===== src/rtl/mem_port_arbiter_if.sv =====
// -----------------------------------------------------------------------------
// mem_port_arbiter_if
// Bundles every handshake and bus signal of the fetch port (i_*), the data
// port (d_*), the external memory port (mem_*) and the two stall outputs, so
// the arbiter and its environment connect through a single port.
//
// Modports:
//   slave  - the arbiter's view. It receives the core requests and memory
//            responses, and drives the ready/rdata/stall/mem command outputs.
//   master - the environment's view. This is the core stages plus the memory,
//            and it is the mirror image of slave.
//
// Parameters: ADDR_W (byte-address width), DATA_W (data width, byte enables
// are DATA_W/8 bits).
// -----------------------------------------------------------------------------
interface mem_port_arbiter_if #(
    parameter int ADDR_W = 32,
    parameter int DATA_W = 32
);
    // fetch port (read-only)
    logic                  i_req;
    logic [ADDR_W-1:0]     i_addr;
    logic                  i_ready;
    logic [DATA_W-1:0]     i_rdata;
    // data port (read/write)
    logic                  d_req;
    logic                  d_we;
    logic [ADDR_W-1:0]     d_addr;
    logic [DATA_W-1:0]     d_wdata;
    logic [DATA_W/8-1:0]   d_be;
    logic                  d_ready;
    logic [DATA_W-1:0]     d_rdata;
    // external memory port
    logic                  mem_req;
    logic                  mem_we;
    logic [ADDR_W-1:0]     mem_addr;
    logic [DATA_W-1:0]     mem_wdata;
    logic [DATA_W/8-1:0]   mem_be;
    logic                  mem_gnt;
    logic                  mem_rvalid;
    logic [DATA_W-1:0]     mem_rdata;
    // pipeline stalls
    logic                  stall_if;
    logic                  stall_mem;

    modport slave (
        input  i_req, i_addr,
        output i_ready, i_rdata,
        input  d_req, d_we, d_addr, d_wdata, d_be,
        output d_ready, d_rdata,
        output mem_req, mem_we, mem_addr, mem_wdata, mem_be,
        input  mem_gnt, mem_rvalid, mem_rdata,
        output stall_if, stall_mem
    );

    modport master (
        output i_req, i_addr,
        input  i_ready, i_rdata,
        output d_req, d_we, d_addr, d_wdata, d_be,
        input  d_ready, d_rdata,
        input  mem_req, mem_we, mem_addr, mem_wdata, mem_be,
        output mem_gnt, mem_rvalid, mem_rdata,
        input  stall_if, stall_mem
    );
endinterface


===== src/rtl/mem_port_arbiter.sv =====
// -----------------------------------------------------------------------------
// mem_port_arbiter
// Shares one single-ported memory between the fetch stage (I-port, read-only)
// and the memory stage (D-port, read/write). At most one memory transaction
// is outstanding at any time. The sequence is IDLE -> CMD -> WAIT -> RESP.
// Each state lasts at least one cycle, so the best case is req at cycle 0 and
// ready at cycle 3.
//
// Ports:
//   clk               core clock, all state on the rising edge
//   reset             asynchronous active-low reset
//   bus               mem_port_arbiter_if.slave: i_*, d_*, mem_*, stall_*
//   perf_conflict_cnt (ARB_PERF_CNT_EN only) cycles in IDLE with both reqs high
//   perf_wait_cnt     (ARB_PERF_CNT_EN only) cycles spent in CMD or WAIT
//
// Optional feature: define ARB_PERF_CNT_EN to add the two saturating
// performance counters. Without it, neither the ports nor the counters exist.
//
// Arbitration: D normally wins, because its instruction is older. Each D win
// while I is waiting bumps a streak counter. Once the streak reaches
// STARVE_LIMIT, I is granted regardless, and the streak returns to 0.
// -----------------------------------------------------------------------------
module mem_port_arbiter #(
    parameter int ADDR_W       = 32,
    parameter int DATA_W       = 32,
    parameter int STARVE_LIMIT = 4
) (
    input  logic               clk,
    input  logic               reset,
    mem_port_arbiter_if.slave  bus
`ifdef ARB_PERF_CNT_EN
    ,
    output logic [31:0]        perf_conflict_cnt,
    output logic [31:0]        perf_wait_cnt
`endif
);
    localparam int         BE_W         = DATA_W / 8;
    localparam logic [3:0] STREAK_LIMIT = 4'(STARVE_LIMIT);

    typedef enum logic [1:0] {
        ST_IDLE = 2'd0,
        ST_CMD  = 2'd1,
        ST_WAIT = 2'd2,
        ST_RESP = 2'd3
    } state_t;

    state_t              state_r;
    state_t              state_s;

    logic                owner_d_r;     // 1: transaction in flight belongs to D
    logic [3:0]          streak_r;      // consecutive D wins while i_req pending

    // The latched command doubles as the registered mem_* outputs.
    logic                mem_req_r;
    logic                mem_we_r;
    logic [ADDR_W-1:0]   mem_addr_r;
    logic [DATA_W-1:0]   mem_wdata_r;
    logic [BE_W-1:0]     mem_be_r;

    logic                i_ready_r;
    logic                d_ready_r;
    logic [DATA_W-1:0]   i_rdata_r;
    logic [DATA_W-1:0]   d_rdata_r;

    logic                starve_s;
    logic                grant_d_s;
    logic                grant_i_s;
    logic                gnt_seen_s;
    logic                resp_i_s;
    logic                resp_d_s;

    // State register
    always_ff @(posedge clk or negedge reset) begin
        if (!reset) begin
            state_r <= ST_IDLE;
        end else begin
            state_r <= state_s;
        end
    end

    // Next-state logic
    always_comb begin
        state_s = state_r;
        case (state_r)
            ST_IDLE: begin
                if (bus.i_req || bus.d_req) begin
                    state_s = ST_CMD;
                end else begin
                    state_s = ST_IDLE;
                end
            end
            ST_CMD: begin
                if (bus.mem_gnt) begin
                    state_s = ST_WAIT;
                end else begin
                    state_s = ST_CMD;
                end
            end
            // A response coincident with the grant is seen in CMD and never
            // reaches this state, which enforces memory latency >= 1.
            ST_WAIT: begin
                if (bus.mem_rvalid) begin
                    state_s = ST_RESP;
                end else begin
                    state_s = ST_WAIT;
                end
            end
            ST_RESP: state_s = ST_IDLE;
            default: state_s = ST_IDLE;
        endcase
    end

    // Output decode: grant selection, command retirement, response capture
    always_comb begin
        starve_s   = (streak_r == STREAK_LIMIT);
        grant_d_s  = 1'b0;
        grant_i_s  = 1'b0;
        gnt_seen_s = 1'b0;
        resp_i_s   = 1'b0;
        resp_d_s   = 1'b0;
        case (state_r)
            ST_IDLE: begin
                // D yields only when I is actually waiting and starved.
                if (bus.d_req && !(bus.i_req && starve_s)) begin
                    grant_d_s = 1'b1;
                end else if (bus.i_req) begin
                    grant_i_s = 1'b1;
                end else begin
                    grant_d_s = 1'b0;
                    grant_i_s = 1'b0;
                end
            end
            ST_CMD:  gnt_seen_s = bus.mem_gnt;
            ST_WAIT: begin
                resp_d_s = bus.mem_rvalid & owner_d_r;
                resp_i_s = bus.mem_rvalid & ~owner_d_r;
            end
            ST_RESP: gnt_seen_s = 1'b0;
            default: gnt_seen_s = 1'b0;
        endcase
    end

    // Command latch: load the winner's fields, and hold mem_req until granted
    always_ff @(posedge clk or negedge reset) begin
        if (!reset) begin
            owner_d_r   <= 1'b0;
            mem_req_r   <= 1'b0;
            mem_we_r    <= 1'b0;
            mem_addr_r  <= {ADDR_W{1'b0}};
            mem_wdata_r <= {DATA_W{1'b0}};
            mem_be_r    <= {BE_W{1'b0}};
        end else if (grant_d_s) begin
            owner_d_r   <= 1'b1;
            mem_req_r   <= 1'b1;
            mem_we_r    <= bus.d_we;
            mem_addr_r  <= bus.d_addr;
            mem_wdata_r <= bus.d_we ? bus.d_wdata : {DATA_W{1'b0}};
            mem_be_r    <= bus.d_we ? bus.d_be : {BE_W{1'b1}};
        end else if (grant_i_s) begin
            owner_d_r   <= 1'b0;
            mem_req_r   <= 1'b1;
            mem_we_r    <= 1'b0;
            mem_addr_r  <= bus.i_addr;
            mem_wdata_r <= {DATA_W{1'b0}};
            mem_be_r    <= {BE_W{1'b1}};
        end else if (gnt_seen_s) begin
            mem_req_r   <= 1'b0;
        end
    end

    // Starvation streak: counts D wins over a pending fetch, cleared by an I win
    always_ff @(posedge clk or negedge reset) begin
        if (!reset) begin
            streak_r <= 4'd0;
        end else if (grant_i_s) begin
            streak_r <= 4'd0;
        end else if (grant_d_s && bus.i_req && (streak_r != STREAK_LIMIT)) begin
            streak_r <= streak_r + 4'd1;
        end
    end

    // Response registers: the ready is high only in RESP, and rdata holds
    // until the next response
    always_ff @(posedge clk or negedge reset) begin
        if (!reset) begin
            i_ready_r <= 1'b0;
            d_ready_r <= 1'b0;
            i_rdata_r <= {DATA_W{1'b0}};
            d_rdata_r <= {DATA_W{1'b0}};
        end else begin
            i_ready_r <= resp_i_s;
            d_ready_r <= resp_d_s;
            if (resp_i_s) begin
                i_rdata_r <= bus.mem_rdata;
            end
            if (resp_d_s) begin
                // a write ack carries no data for the requester
                d_rdata_r <= mem_we_r ? {DATA_W{1'b0}} : bus.mem_rdata;
            end
        end
    end

`ifdef ARB_PERF_CNT_EN
    localparam logic [31:0] CNT_MAX = 32'hFFFF_FFFF;
    logic [31:0] conflict_cnt_r;
    logic [31:0] wait_cnt_r;

    // Saturating performance counters
    always_ff @(posedge clk or negedge reset) begin
        if (!reset) begin
            conflict_cnt_r <= 32'd0;
            wait_cnt_r     <= 32'd0;
        end else begin
            if ((state_r == ST_IDLE) && bus.i_req && bus.d_req && (conflict_cnt_r != CNT_MAX)) begin
                conflict_cnt_r <= conflict_cnt_r + 32'd1;
            end
            if (((state_r == ST_CMD) || (state_r == ST_WAIT)) && (wait_cnt_r != CNT_MAX)) begin
                wait_cnt_r <= wait_cnt_r + 32'd1;
            end
        end
    end

    assign perf_conflict_cnt = conflict_cnt_r;
    assign perf_wait_cnt     = wait_cnt_r;
`endif

    assign bus.mem_req   = mem_req_r;
    assign bus.mem_we    = mem_we_r;
    assign bus.mem_addr  = mem_addr_r;
    assign bus.mem_wdata = mem_wdata_r;
    assign bus.mem_be    = mem_be_r;
    assign bus.i_ready   = i_ready_r;
    assign bus.d_ready   = d_ready_r;
    assign bus.i_rdata   = i_rdata_r;
    assign bus.d_rdata   = d_rdata_r;
    // The stalls are combinational, so a requester unfreezes in its ready cycle.
    assign bus.stall_if  = bus.i_req & ~i_ready_r;
    assign bus.stall_mem = bus.d_req & ~d_ready_r;

endmodule


===== src/flat_wrapper.sv =====
// flat-port wrapper written by rule: the top's interface ports become plain ports
module mem_port_arbiter_flat 
#(
    parameter int ADDR_W       = 32,
    parameter int DATA_W       = 32,
    parameter int STARVE_LIMIT = 4
)
  (clk, reset, bus_i_req, bus_i_addr, bus_i_ready, bus_i_rdata, bus_d_req, bus_d_we, bus_d_addr, bus_d_wdata, bus_d_be, bus_d_ready, bus_d_rdata, bus_mem_req, bus_mem_we, bus_mem_addr, bus_mem_wdata, bus_mem_be, bus_mem_gnt, bus_mem_rvalid, bus_mem_rdata, bus_stall_if, bus_stall_mem);
  mem_port_arbiter_if #(.ADDR_W(ADDR_W), .DATA_W(DATA_W)) bus_i ();
  input  logic clk;
  input  logic reset;
  input wire logic [$bits(bus_i.i_req)-1:0] bus_i_req;
  input wire logic [$bits(bus_i.i_addr)-1:0] bus_i_addr;
  output wire logic [$bits(bus_i.i_ready)-1:0] bus_i_ready;
  output wire logic [$bits(bus_i.i_rdata)-1:0] bus_i_rdata;
  input wire logic [$bits(bus_i.d_req)-1:0] bus_d_req;
  input wire logic [$bits(bus_i.d_we)-1:0] bus_d_we;
  input wire logic [$bits(bus_i.d_addr)-1:0] bus_d_addr;
  input wire logic [$bits(bus_i.d_wdata)-1:0] bus_d_wdata;
  input wire logic [$bits(bus_i.d_be)-1:0] bus_d_be;
  output wire logic [$bits(bus_i.d_ready)-1:0] bus_d_ready;
  output wire logic [$bits(bus_i.d_rdata)-1:0] bus_d_rdata;
  output wire logic [$bits(bus_i.mem_req)-1:0] bus_mem_req;
  output wire logic [$bits(bus_i.mem_we)-1:0] bus_mem_we;
  output wire logic [$bits(bus_i.mem_addr)-1:0] bus_mem_addr;
  output wire logic [$bits(bus_i.mem_wdata)-1:0] bus_mem_wdata;
  output wire logic [$bits(bus_i.mem_be)-1:0] bus_mem_be;
  input wire logic [$bits(bus_i.mem_gnt)-1:0] bus_mem_gnt;
  input wire logic [$bits(bus_i.mem_rvalid)-1:0] bus_mem_rvalid;
  input wire logic [$bits(bus_i.mem_rdata)-1:0] bus_mem_rdata;
  output wire logic [$bits(bus_i.stall_if)-1:0] bus_stall_if;
  output wire logic [$bits(bus_i.stall_mem)-1:0] bus_stall_mem;
  assign bus_i.i_req = bus_i_req;
  assign bus_i.i_addr = bus_i_addr;
  assign bus_i_ready = bus_i.i_ready;
  assign bus_i_rdata = bus_i.i_rdata;
  assign bus_i.d_req = bus_d_req;
  assign bus_i.d_we = bus_d_we;
  assign bus_i.d_addr = bus_d_addr;
  assign bus_i.d_wdata = bus_d_wdata;
  assign bus_i.d_be = bus_d_be;
  assign bus_d_ready = bus_i.d_ready;
  assign bus_d_rdata = bus_i.d_rdata;
  assign bus_mem_req = bus_i.mem_req;
  assign bus_mem_we = bus_i.mem_we;
  assign bus_mem_addr = bus_i.mem_addr;
  assign bus_mem_wdata = bus_i.mem_wdata;
  assign bus_mem_be = bus_i.mem_be;
  assign bus_i.mem_gnt = bus_mem_gnt;
  assign bus_i.mem_rvalid = bus_mem_rvalid;
  assign bus_i.mem_rdata = bus_mem_rdata;
  assign bus_stall_if = bus_i.stall_if;
  assign bus_stall_mem = bus_i.stall_mem;
  mem_port_arbiter #(.ADDR_W(ADDR_W), .DATA_W(DATA_W), .STARVE_LIMIT(STARVE_LIMIT)) u_core (.clk(clk), .reset(reset), .bus(bus_i));
endmodule

===== config.mk =====
export PLATFORM = sky130hd
export DESIGN_NAME = mem_port_arbiter_flat
export DESIGN_NICKNAME = d
export VERILOG_FILES = /design/src/rtl/mem_port_arbiter_if.sv /design/src/rtl/mem_port_arbiter.sv /design/src/flat_wrapper.sv
export SDC_FILE = /design/constraint.sdc
export NUM_CORES = 1
export LEC_CHECK = 0
export ABC_AREA = 1
export CAP_MARGIN = 20
export CORE_UTILIZATION = 44
export CTS_BUF_LIST = sky130_fd_sc_hd__clkbuf_8
export DETAILED_ROUTE_END_ITERATION = 8
export GPL_ROUTABILITY_DRIVEN = 0
export PLACE_DENSITY = 0.83
export SLEW_MARGIN = 40
export SYNTH_ARGS = -nofsm -noshare
export SYNTH_HDL_FRONTEND = slang
export SYNTH_SLANG_ARGS = --single-unit

===== constraint.sdc =====
create_clock -name clk -period 1.9 [get_ports clk]
set_input_delay 0.19 -clock clk [delete_from_list [all_inputs] [get_ports clk]]
set_output_delay 0.19 -clock clk [all_outputs]
set_load 0.05 [all_outputs]

; Word-level counts from Yosys, hierarchy flattened
; Index checks and enable logic that the tools add are counted.
[word_totals]
register_bits = 143
out_inout_bits = 138
input_bits = 139
word_cells = 64
[op_classes]
reduce_logical = 10
addsub = 1
n_eq_ne = 5
mux = 29
bitwise_logic = 7
[op_table]
columns = cell, n
row1 = $mux W32, 6
row2 = $mux W4, 5
row3 = $mux W1, 16
row4 = $pmux W2 S4, 1
row5 = $add A4 B1 Y4 const B, 1
row6 = $and A1 B1 Y1, 4
row7 = $eq A2 B2 Y1 const B, 2
row8 = $eq A4 B3 Y1 const B, 1
row9 = $logic_and A1 B1 Y1, 4
row10 = $ne A4 B3 Y1 const B, 1
row11 = $reduce_bool A2 Y1, 2
row12 = $not A1 Y1, 3
row13 = $reduce_bool A3 Y1, 1
row14 = $eq A2 B1 Y1 const B, 1
row15 = $logic_not A2 Y1, 1
row16 = $mux W2, 1
row17 = $logic_not A1 Y1, 1
row18 = $logic_or A1 B1 Y1, 1

; Logic depth before layout (Yosys ltp)
; Gate-level depths: netlist of run 1.
[logic_depth]
ltp_word = 10
depth_mapped = 9
depth_no_buf = 7

; Worst setup path before layout of run 1
; No wires, ideal clock.
[synth_path]
kind = register to output
start = register u_core.i_ready_r, in the netlist u_core.bus.i_ready
end = output port bus_stall_if
path_buffers = 0
arrival_time_ps = 1280
path_stages_with_launch = 2
required_time_ps = 1710
slack_ps = 430
cell_sequence = dfrtp_1 nor2_1
[synth_between]
elab_chain_len = 2
[synth_rtl]
columns = item, line
row1 = "start, declared", mem_port_arbiter.sv:60  ; logic i_ready_r;
row2 = "start signal, assigned", mem_port_arbiter.sv:191  ; i_ready_r <= resp_i_s;
row3 = $not A1 Y1, mem_port_arbiter.sv:237  ; assign bus.stall_if = bus.i_req & ~i_ready_r;
row4 = $and A1 B1 Y1, mem_port_arbiter.sv:237
row5 = "end, declared", flat_wrapper.sv:31  ; output wire logic [$bits(bus_i.stall_if)-1:0] bus_stall_if;
; No other way between the ends.

; Worst setup path in the final report of run 1
[layout_path]
start = register u_core.mem_wdata_r[21], in the netlist u_core.bus.mem_wdata[21]
end = output port bus_mem_wdata[21]
[layout_rtl]
columns = item, line
row1 = "start, declared", mem_port_arbiter.sv:57  ; logic [DATA_W-1:0] mem_wdata_r;
row2 = "start signal, assigned", mem_port_arbiter.sv:150  ; mem_wdata_r <= {DATA_W{1'b0}};
row3 = "start signal, assigned", mem_port_arbiter.sv:157  ; mem_wdata_r <= bus.d_we ? bus.d_wdata : {DATA_W{1'b0}};
row4 = "start signal, assigned", mem_port_arbiter.sv:164  ; mem_wdata_r <= {DATA_W{1'b0}};
row5 = "end, declared", flat_wrapper.sv:26  ; output wire logic [$bits(bus_i.mem_wdata)-1:0] bus_mem_wdata;
; No word-level cell between the ends.

==> results of run 1 <==
[worst reg2reg max path, delay by kind of cell, from the launching register on]
family,cells,cell delay (ns)
and+or+nand+nor,5,0.56
buffers and inverters,2,0.32
adders and majority gates,1,0.17
DFF,1,0.42
[worst paths after layout]
| check | from | endpoint | slack [ns] | depth (start not counted) |
|---|---|---|---|---|
| min in group clk | bus_d_wdata[16] | u_core.bus.mem_wdata[16] | 0.29 | 3 |
| setup reg to reg | u_core.streak_r[0] | u_core.bus.mem_addr[0] | 0.30 | 8 |
| hold / removal | reset | u_core.bus.i_rdata[8] | 0.24 | 2 |
| max in group asynchronous | reset | u_core.bus.d_rdata[22] | 0.98 | 3 |
| setup / recovery | u_core.bus.mem_wdata[21] | bus_mem_wdata[21] | 0.06 | 1 |
| hold reg to reg | u_core.bus.mem_addr[8] | u_core.bus.mem_addr[8] | 0.48 | 2 |
[placed cells by master (no fill, tap or decap), drive strengths merged, types with 2 or more instances in the layout]
| master | instances |
|---|---|
| clkdlybuf4s50 | 260 |
| dfrtp | 143 |
| xor2 | 2 |
| nand4 | 5 |
| buf | 26 |
| or2 | 5 |
| ha | 2 |
| dlymetal6s2s | 10 |
| nand3 | 102 |
| clkinv | 3 |
| clkinvlp | 4 |
| o21ai | 69 |
| clkbuf | 19 |
| inv | 89 |
| nand2 | 302 |
| nor2 | 9 |
| bufinv | 3 |
[cell families after synthesis]
group / after synthesis / share of synthesized area
XOR/XNOR: 2 / 0.00275
AND/OR/NAND/NOR: 424 / 0.278
adder cells (fa/ha/maj): 2 / 0.00393
AO/OA/AOI/OAI: 70 / 0.0568
flip-flops: 143 / 0.563
buffers and inverters: 135 / 0.0964
[power groups by stage]
stage / Sequential, mW / Combinational (mW) / Clock [mW]
finish: 5.21 / 10.9 / 2.56
floorplan: 9.76 / 2.46 / 0
CTS: 5.20 / 10.9 / 2.61
global placement: 5.18 / 10.8 / 0
detailed placement: 5.23 / 10.9 / 0
global route: 5.35 / 11.5 / 2.77
[metrics by stage]
stage               utilization  hold WS [ns]
floorplan                     -        -0.106
global placement          0.665         0.154
detailed placement        0.665         0.157
CTS                       0.696         0.225
global route              0.697         0.247
finish                    0.697         0.245
[cells in the mapped netlist]
| cell type | n | share of area |
|---|---|---|
| nand3_1 | 101 | 0.079 |
| nand4_1 | 5 | 0.0049 |
| nor2_1 | 7 | 0.0041 |
| nand2_2 | 2 | 0.0020 |
| dfrtp_1 | 143 | 0.56 |
| nor2_2 | 1 | 0.00098 |
| a21oi_4 | 1 | 0.0026 |
| clkbuf_1 | 17 | 0.010 |
| buf_1 | 1 | 0.00059 |
| xor2_1 | 2 | 0.0028 |
| buf_6 | 7 | 0.012 |
| o21ai_1 | 22 | 0.017 |
| nor2_4 | 1 | 0.0018 |
| buf_2 | 13 | 0.010 |
| ha_1 | 2 | 0.0039 |
| nor3_1 | 1 | 0.00079 |
| nand2_1 | 300 | 0.18 |
| nand3_2 | 1 | 0.0016 |
| buf_4 | 10 | 0.012 |
| or2_2 | 5 | 0.0049 |
| o21ai_0 | 47 | 0.037 |
| inv_1 | 82 | 0.048 |
| inv_2 | 5 | 0.0030 |
[cell type report]
type / count / share of cell area
Clock buffer: 19 / 0.0268
Clock inverter: 12 / 0.0164
Inverter: 87 / 0.0335
Multi-Input combinational cell: 498 / 0.223
Sequential cell: 143 / 0.367
Tap cell: 180 / 0.0231
Timing Repair Buffer: 298 / 0.311
[layer usage]
metal | up-vias | part of all wire
li1 | 2942 | -
met1 | 2844 | 0.39
met2 | 290 | 0.48
met3 | 24 | 0.11
met4 | 0 | 0.019
met5 | - | 0
[sequential cells by signal (all words and copies together) (netlist names), named ones only]
register and cells:
u_core.bus.d_rdata 32, u_core.bus.i_rdata 32, u_core.bus.mem_addr 32, u_core.bus.mem_wdata 32, u_core.bus.mem_be 4, u_core.streak_r 4
u_core.bus.d_ready 1, u_core.bus.i_ready 1, u_core.bus.mem_req 1, u_core.bus.mem_we 1, u_core.owner_d_r 1, u_core.state_r 1
[what timing repair did]
action                                 CTS  global route
pin swaps                                0             0
endpoints found under the hold margin   44             0
gates resized for setup                  1            10
setup endpoints to repair                1            10
hold buffers                             1             0
==> run summary, run 1 <==
Status: complete, no violations
Placed inst area: 9300 um^2
Seq/Total Area, Yosys: 0.563
H-Tree Level Count: 4
Worst-path clk slew: 0.09 ns
GRT Total Usage: 0.265
Final Non-Filler Cells: 1,237
Clk_lat worst skew: 0.45 ns
Cells after Synth: 776
Final WL: 19,500 um
Multi-input gate area in the final layout: 2170 um^2
Setup slack after layout: 0.0612 ns
Core area: 14,000 um^2
Worst relative slew slack: 0.619
Row cnt: 43
DP Worst Slack: 0.288 ns
DIE WIDTH: 122 um
Final Max Tran Viols: 0
Syn Area/Cell: 8.20 um^2
Setup TNS: 0 ns
GRT overflow: 0
LEAKAGE: 4.95 nW
Fin area: 9760 um^2
Vias: 6,100
Post-synth net total: 917
Switching power: 9.41 mW
Initial Util: 0.455
Postcts setup bufs: 0
Via density: 4.93
Clock sink count: 143
Crit share post-route: 0.968
Port Buffers: 276
Final HPWL DP: 13,700 um
#FFs+latches synth: 143
Yosys warns: 0
Fillers: 1,078
GR Util met1: 0.323
CP startpoint kind: flip-flop
Clock skew: 0.0126 ns
Average wire per standard cell: 15.8 um
Fin nets: 1,186
Max-cap violations: 0
Overall power: 18.6 mW
Critical Path Sink Type: primary output
TritonCTS Buffers: 17
Cell Area, Synth: 6360 um^2
Clock power share: 0.137
Area grow syn2layout: 53.4%
Critical path cell sequence: clkdlybuf4s50_1
Internal power: 9.22 mW
Arr. time, crit path: 1.65 ns
Max Buffers Root-to-Sink: 2
Met3 Use GR: 0.101
Logic gate share of total power: 0.583
Max stage delay cell, worst path: clkdlybuf4s50_1
Placed Cells: 1,205
Antenna violations before repair: 0
Number of routed nets with antenna violations: 0
Fmax: 544 MHz
Clk Tree Root Cell: clkbuf_8
VDD IR-drop max: 0.00123 V
DRC: 0
DRT Pass-1 Iters: 7
Endpoints failing hold: 0
Crit path buffers/inverters: 1
Tightest Pin Transition: 0.571 ns
RSZ-0062 raised after global routing: no
CP delay by family, top: buffers and inverters
Share of cells above drive strength 1: 0.0700
CP max FO: 2
Switching Share: 0.505
Max incr delay on CP: 0.84 ns
Sequential share of power: 0.280
Vias in the first global route: 5,844
Die area: 14,900 um^2
Global route hottest layer: met2
Hold WC Path Type: in2async
Register area: 3580 um^2
M2 GR Usage: 0.424
Pin count of the biggest net entering global routing: 52
Worst Setup Path Type: reg2out
Antenna cells: 0
First-pass GRT wire length: 30,100 um
Fin crit period: 1.84 ns
P per Cell Area: 1910 nW/um^2
Unique cell type count in the Yosys netlist: 23
CTS tree: done
Die Y: 122 um
DR iter-0 viols: 534
I/O pins: 277
Worst EP required: 1.71 ns
Final setup fails: 0
Note: power is estimated with default switching activity, not from simulation.
==> inputs of run 2 (changes only) <==
--- a/config.mk
+++ b/config.mk
@@ -5,13 +5,12 @@
 export SDC_FILE = /design/constraint.sdc
 export NUM_CORES = 1
 export LEC_CHECK = 0
-export ABC_AREA = 1
 export CAP_MARGIN = 20
-export CORE_UTILIZATION = 44
+export CORE_UTILIZATION = 30
 export CTS_BUF_LIST = sky130_fd_sc_hd__clkbuf_8
+export CTS_CLUSTER_DIAMETER = 200
 export DETAILED_ROUTE_END_ITERATION = 8
 export GPL_ROUTABILITY_DRIVEN = 0
-export PLACE_DENSITY = 0.83
 export SLEW_MARGIN = 40
 export SYNTH_ARGS = -nofsm -noshare
 export SYNTH_HDL_FRONTEND = slang
==> run 2 against run 1 <==
Compared with the run above: maximum frequency rose by 1.1%; critical path depth unchanged; combinational power increased by 5%; utilization fell by 21 points; largest power group unchanged.
==> run summary, run 2 <==
DRT Pass-1 Iters: 4 (was 7)
Antenna cells: 0 (unchanged)
Ys async rst share: 1.00 (unchanged)
Main synth FF type: dfrtp_1 (unchanged)
Die area: 20,500 um^2 (was 14,900 um^2)
Seq/Total Area, Yosys: 0.597 (was 0.563)
Postcts setup bufs: 0 (unchanged)
Core area: 19,500 um^2 (was 14,000 um^2)
Crit path buffers/inverters: 1 (unchanged)
DR iter-0 viols: 228 (was 534)
VDD IR-drop max: 0.000987 V (was 0.00123 V)
Area grow syn2layout: 60.0% (was 53.4%)
First-pass GRT wire length: 28,700 um (was 30,100 um)
Reg2Reg Depth: 4 (was 8)
I/O pins: 277 (unchanged)
Yosys warns: 0 (unchanged)
Antenna violations before repair: 0 (unchanged)
Worst-path clk slew: 0.09 ns (about the same)
Share of cells above drive strength 1: 0.133 (was 0.0700)
EDFF count, synth: 0 (unchanged)
Cells after Synth: 529 (was 776)
Arr. time, crit path: 1.63 ns (was 1.65 ns)
Area fraction of the dominant cell type after synthesis: 0.597 (was 0.563)
Final setup fails: 0 (unchanged)
GRT overflow: 0 (unchanged)
Worst relative slew slack: 0.624 (was 0.619)
Fin nets: 938 (was 1,186)
Status: complete, no violations (unchanged)
Max-cap violations: 0 (unchanged)
Fmax: 550 MHz (was 544 MHz)
Max incr delay on CP: 0.83 ns (was 0.84 ns)
Vias: 5,331 (was 6,100)
CP max FO: 2 (unchanged)
Vias in the first global route: 5,334 (was 5,844)
Cell with the most instances after synthesis: dfrtp_1 (was nand2_1)
Average wire per standard cell: 17.4 um (was 15.8 um)
Critical Path Sink Type: primary output (unchanged)
Max stage delay cell, worst path: clkdlybuf4s50_1 (unchanged)
CP startpoint kind: flip-flop (unchanged)
Clock sink count: 143 (unchanged)
Final WL: 18,700 um (was 19,500 um)
Syn Area/Cell: 11.3 um^2 (was 8.20 um^2)
Final Max Tran Viols: 0 (unchanged)
#FFs+latches synth: 143 (unchanged)
Overall power: 19.2 mW (was 18.6 mW)
Most common cell after layout, fill and taps aside: clkdlybuf4s50_1 (was nand2_1)
RSZ-0062 raised after global routing: no (unchanged)
Post-synth net total: 670 (was 917)
Hold WC Path Type: in2async (unchanged)
Number of routed nets with antenna violations: 0 (unchanged)
Synth area leader: dfrtp_1 (unchanged)
Clock skew: 0.0142 ns (was 0.0126 ns)
Clk Tree Root Cell: clkbuf_8 (unchanged)
TritonCTS Buffers: 17 (unchanged)
Pin count of the biggest net entering global routing: 66 (was 52)
Top cells by area in the synthesized netlist: dfrtp_1, mux2_2, o21ai_0 (was dfrtp_1, nand2_1, nand3_1)
Final HPWL DP: 12,900 um (was 13,700 um)
Crit share post-route: 0.957 (was 0.968)
Cell Area, Synth: 5990 um^2 (was 6360 um^2)
Via density: 4.96 (was 4.93)
H-Tree Level Count: 4 (unchanged)
DIE WIDTH: 143 um (was 122 um)
LEAKAGE: 4.02 nW (was 4.95 nW)
CTS tree: done (unchanged)
Row cnt: 51 (was 43)
Critical path cell sequence: clkdlybuf4s50_1 (unchanged)
Unique cell type count in the Yosys netlist: 33 (was 23)
Die Y: 143 um (was 122 um)
Fin crit period: 1.82 ns (was 1.84 ns)
Port Buffers: 276 (unchanged)
Clk_lat worst skew: 0.44 ns (was 0.45 ns)
Max Buffers Root-to-Sink: 2 (unchanged)
Endpoints failing hold: 0 (unchanged)
P per Cell Area: 2000 nW/um^2 (was 1910 nW/um^2)
Synth cell count leaders: dfrtp_1, o21ai_0, clkbuf_1 (was nand2_1, dfrtp_1, nand3_1)
WHS: 0.263 ns (was 0.245 ns)
Worst Setup Path Type: reg2out (unchanged)
GRT Total Usage: 0.182 (was 0.265)
Number of cells on the critical path: 1 (unchanged)
Most frequent cells in the layout: clkdlybuf4s50_1, dfrtp_1, o21ai_0, nand2_1, nand4_1 (was nand2_1, clkdlybuf4s50_1, dfrtp_1, nand3_1, inv_1)
DRC: 0 (unchanged)
Tightest Pin Transition: 0.564 ns (was 0.571 ns)
CP delay by family, top: buffers and inverters (unchanged)
Worst EP required: 1.71 ns (about the same)
Initial Util: 0.307 (was 0.455)
[run 2: cell count changes after synthesis, sizes merged, moves of 7 or more]
cell    before  now
nand2      302   37
nand3      102    3
buf         31   12
mux2         0   32
nand2b       0   33
inv         87    6
nor2         9    2
nand4        5   34
a22o         0   32
clkbuf      17   38
a31oi        0   33
a21oi        1   32
[run 2: power by group]
group	switching [mW]	internal, mW	total (mW)
Combinational	7.43	3.99	11.4
Clock	1.25	1.22	2.47
Sequential	0.844	4.48	5.32
Total	9.53	9.68	19.2
[run 2: kinds of logic after synthesis]
family,count (synthesis),share of synthesized area
AOI/OAI and AO/OA,172,0.178
and+or+nand+nor,124,0.118
muxes,32,0.0601
buffers and inverters,56,0.0426
adders and majority gates,2,0.00417
DFF,143,0.597
[run 2: cell type report]
class	count	area, um^2
fill	1808	9940
sequential	143	3580
timing repair buffer	299	3080
multi-input combinational	330	2170
tap	265	332
clock buffer	18	248
clock inverter	14	155
inverter	6	22.5
[run 2: worst paths after layout]
check / from / endpoint / slack [ns]
max: u_core.bus.d_rdata[14] / bus_d_rdata[14] / 0.08
min: reset / u_core.bus.i_rdata[24] / 0.26
max reg2reg: u_core.state_r[0] / u_core.bus.mem_wdata[23] / 0.19
min reg2reg: u_core.bus.d_rdata[27] / u_core.bus.d_rdata[27] / 0.48
max in group asynchronous: reset / u_core.bus.d_rdata[17] / 0.93
min in group clk: bus_mem_rdata[24] / u_core.bus.d_rdata[24] / 0.33
[run 2: metal layers]
metal | GRT usage | vias to the layer above | wire length [um]
met5 | 0 | - | 0
met4 | 0.0403 | 0 | 132
met3 | 0.0790 | 8 | 2040
met2 | 0.296 | 253 | 8840
met1 | 0.223 | 2601 | 7710
li1 | - | 2469 | -
[run 2: timing repair]
item | 4_1_cts | 5_1_grt
hold buffers | 1 | 0
resized for setup | 0 | 9
endpoints found under the hold margin | 53 | 0
setup endpoints to repair | 0 | 9
[run 2: metrics by stage]
step / setup TNS [ns] / cells / worst slack, ns / utilization / area (um^2)
after global routing: 0 / 1075 / 0.000572 / 0.491 / 9590
after CTS: 0 / 1075 / 0.0304 / 0.490 / 9560
after global placement: 0 / 1042 / 0.0335 / 0.469 / 9150
after floorplan: 0 / 529 / 0.231 / - / 5990
after detailed placement: -0.0576 / 1042 / -0.0139 / 0.469 / 9150
final: 0 / 1075 / 0.0814 / 0.491 / 9590
==> inputs of run 3 (changes only) <==
--- a/config.mk
+++ b/config.mk
@@ -11,7 +11,7 @@
 export CTS_CLUSTER_DIAMETER = 200
 export DETAILED_ROUTE_END_ITERATION = 8
 export GPL_ROUTABILITY_DRIVEN = 0
-export SLEW_MARGIN = 40
+export PLACE_DENSITY = 0.61
 export SYNTH_ARGS = -nofsm -noshare
 export SYNTH_HDL_FRONTEND = slang
 export SYNTH_SLANG_ARGS = --single-unit
==> run 3 against run 2 <==
Compared with the run above: critical path depth did not move; non-clock buffer count did not move; first-iteration DRC count rose by 5.3%; global-route usage rose by 0.57 points; setup slack got worse by 0.0099 ns; critical path type unchanged; largest power group unchanged.
==> run summary, run 3 (synthesis results as in run 2) <==
Placed Cells: 1,042 (unchanged)
Max stage delay cell, worst path: clkdlybuf4s50_1 (unchanged)
Fin nets: 938 (unchanged)
Worst-path clk slew: 0.09 ns (about the same)
Via density: 4.99 (was 4.96)
First-pass GRT wire length: 29,800 um (was 28,700 um)
LEAKAGE: 4.01 nW (was 4.02 nW)
Final Non-Filler Cells: 1,075 (unchanged)
Tightest Pin Transition: 0.554 ns (was 0.564 ns)
Average wire per standard cell: 17.8 um (was 17.4 um)
Arr. time, crit path: 1.64 ns (was 1.63 ns)
DRT Pass-1 Iters: 4 (unchanged)
DRC: 0 (unchanged)
DP Worst Slack: 0.0256 ns (was -0.0139 ns)
Crit share post-route: 0.962 (was 0.957)
CP delay by family, top: buffers and inverters (unchanged)
Core area: 19,500 um^2 (unchanged)
Max incr delay on CP: 0.84 ns (was 0.83 ns)
Setup slack after layout: 0.0715 ns (was 0.0814 ns)
Placed inst area: 9190 um^2 (was 9150 um^2)
Die Y: 143 um (unchanged)
Initial Util: 0.307 (unchanged)
Pin count of the biggest net entering global routing: 63 (was 66)
CP max FO: 2 (unchanged)
Fin area: 9650 um^2 (was 9590 um^2)
Endpoints failing hold: 0 (unchanged)
Max-cap violations: 0 (unchanged)
I/O pins: 277 (unchanged)
Worst relative slew slack: 0.629 (was 0.624)
Number of routed nets with antenna violations: 0 (unchanged)
Most common cell after layout, fill and taps aside: clkdlybuf4s50_1 (unchanged)
Clk_lat worst skew: 0.43 ns (was 0.44 ns)
Final Max Tran Viols: 0 (unchanged)
Max Buffers Root-to-Sink: 2 (unchanged)
Antenna violations before repair: 0 (unchanged)
Worst EP required: 1.71 ns (about the same)
Final setup fails: 0 (unchanged)
RSZ-0062 raised after global routing: no (unchanged)
Setup TNS: 0 ns (unchanged)
Clk Tree Root Cell: clkbuf_8 (unchanged)
Crit path buffers/inverters: 1 (unchanged)
Hold WC Path Type: in2async (unchanged)
R2r endpoint: u_core.bus.mem_wdata[26] (was u_core.bus.mem_wdata[23])
Share of cells above drive strength 1: 0.132 (was 0.133)
Post-Route Utilization: 0.494 (was 0.491)
GRT overflow: 0 (unchanged)
Vias: 5,361 (was 5,331)
Worst Setup Path Type: reg2out (unchanged)
Fin crit period: 1.83 ns (was 1.82 ns)
Critical Path Sink Type: primary output (unchanged)
CTS tree: done (unchanged)
Die area: 20,500 um^2 (unchanged)
Final HPWL DP: 13,400 um (was 12,900 um)
Reg2Reg Depth: 4 (unchanged)
Area grow syn2layout: 60.9% (was 60.0%)
Vias in the first global route: 5,743 (was 5,334)
R2r setup slk: 0.18 ns (was 0.19 ns)
P per Cell Area: 2030 nW/um^2 (was 2000 nW/um^2)
DR iter-0 viols: 240 (was 228)
Antenna cells: 0 (unchanged)
Clock sink count: 143 (unchanged)
CP startpoint kind: flip-flop (unchanged)
Row cnt: 51 (unchanged)
Fmax: 547 MHz (was 550 MHz)
Status: complete, no violations (unchanged)
Final WL: 19,100 um (was 18,700 um)
H-Tree Level Count: 4 (unchanged)
Critical path cell sequence: clkdlybuf4s50_1 (unchanged)
TritonCTS Buffers: 17 (unchanged)
GRT Total Usage: 0.188 (was 0.182)
VDD IR-drop max: 0.00119 V (was 0.000987 V)
Port Buffers: 276 (unchanged)
Clock skew: 0.00953 ns (was 0.0142 ns)
DIE WIDTH: 143 um (unchanged)
Most frequent cells in the layout: clkdlybuf4s50_1, dfrtp_1, o21ai_0, nand2_1, nand4_1 (unchanged)
[run 3: cell types whose count changed in the layout (fill, tap and decap cells not counted), moves of 3 or more]
| cell | delta |
|---|---|
| clkdlybuf4s50_1 | +4 |
| inv_6 | -3 |
| dlymetal6s2s_1 | -5 |
| buf_12 | +3 |
| buf_4 | -3 |
| clkinvlp_4 | -4 |
[run 3: area by class of cell]
type                            count  area [um^2]
Timing Repair Buffer              299         3100
Multi-Input combinational cell    330         2170
Sequential cell                   143         3580
Clock buffer                       18          248
Tap cell                          265          332
Clock inverter                     14          190
Inverter                            6         22.5
Fill cell                        1753         9880
[run 3: worst max-delay path by stage]
| stage | from | to | slack [ns] | depth (start not counted) |
|---|---|---|---|---|
| 4_1_cts | u_core.bus.mem_addr[25] | bus_mem_addr[25] | 0.02 | 1 |
| 3_5_place_dp | bus_d_req | u_core.bus.mem_wdata[9] | 0.03 | 5 |
| 6_report | u_core.bus.mem_addr[21] | bus_mem_addr[21] | 0.07 | 1 |
| 2_1_floorplan | bus_d_req | bus_stall_mem | 0.23 | 3 |
| 5_1_grt | u_core.bus.mem_addr[16] | bus_mem_addr[16] | 0.0003 | 1 |
| 3_3_place_gp | bus_d_req | u_core.bus.mem_addr[2] | 0.08 | 5 |
[run 3: metrics by stage]
stage / total power [mW] / hold slack (ns)
after detailed placement: 16.9 / 0.0813
after global placement: 16.7 / 0.0809
after global routing: 20.5 / 0.168
after floorplan: 12.6 / -0.106
final: 19.5 / 0.181
after CTS: 19.7 / 0.148
[run 3: power by group]
group | switching (mW) | internal, mW | total [mW]
Sequential | 0.879 | 4.48 | 5.36
Combinational | 7.44 | 4.06 | 11.5
Clock | 1.22 | 1.47 | 2.69
[run 3: repair_timing]
action,CTS,global route
pin swaps,0,0
hold buffers,1,0
setup endpoints to repair,1,4
endpoints found under the hold margin,143,0
buffers inserted,0,0
gates resized for setup,1,4
[run 3: metal layers]
metal,vias up,wire (um),GRT usage
met2,250,9160,0.312
met5,-,0,0
met3,20,1860,0.0733
li1,2468,-,-
met4,0,275,0.0694
met1,2623,7810,0.218
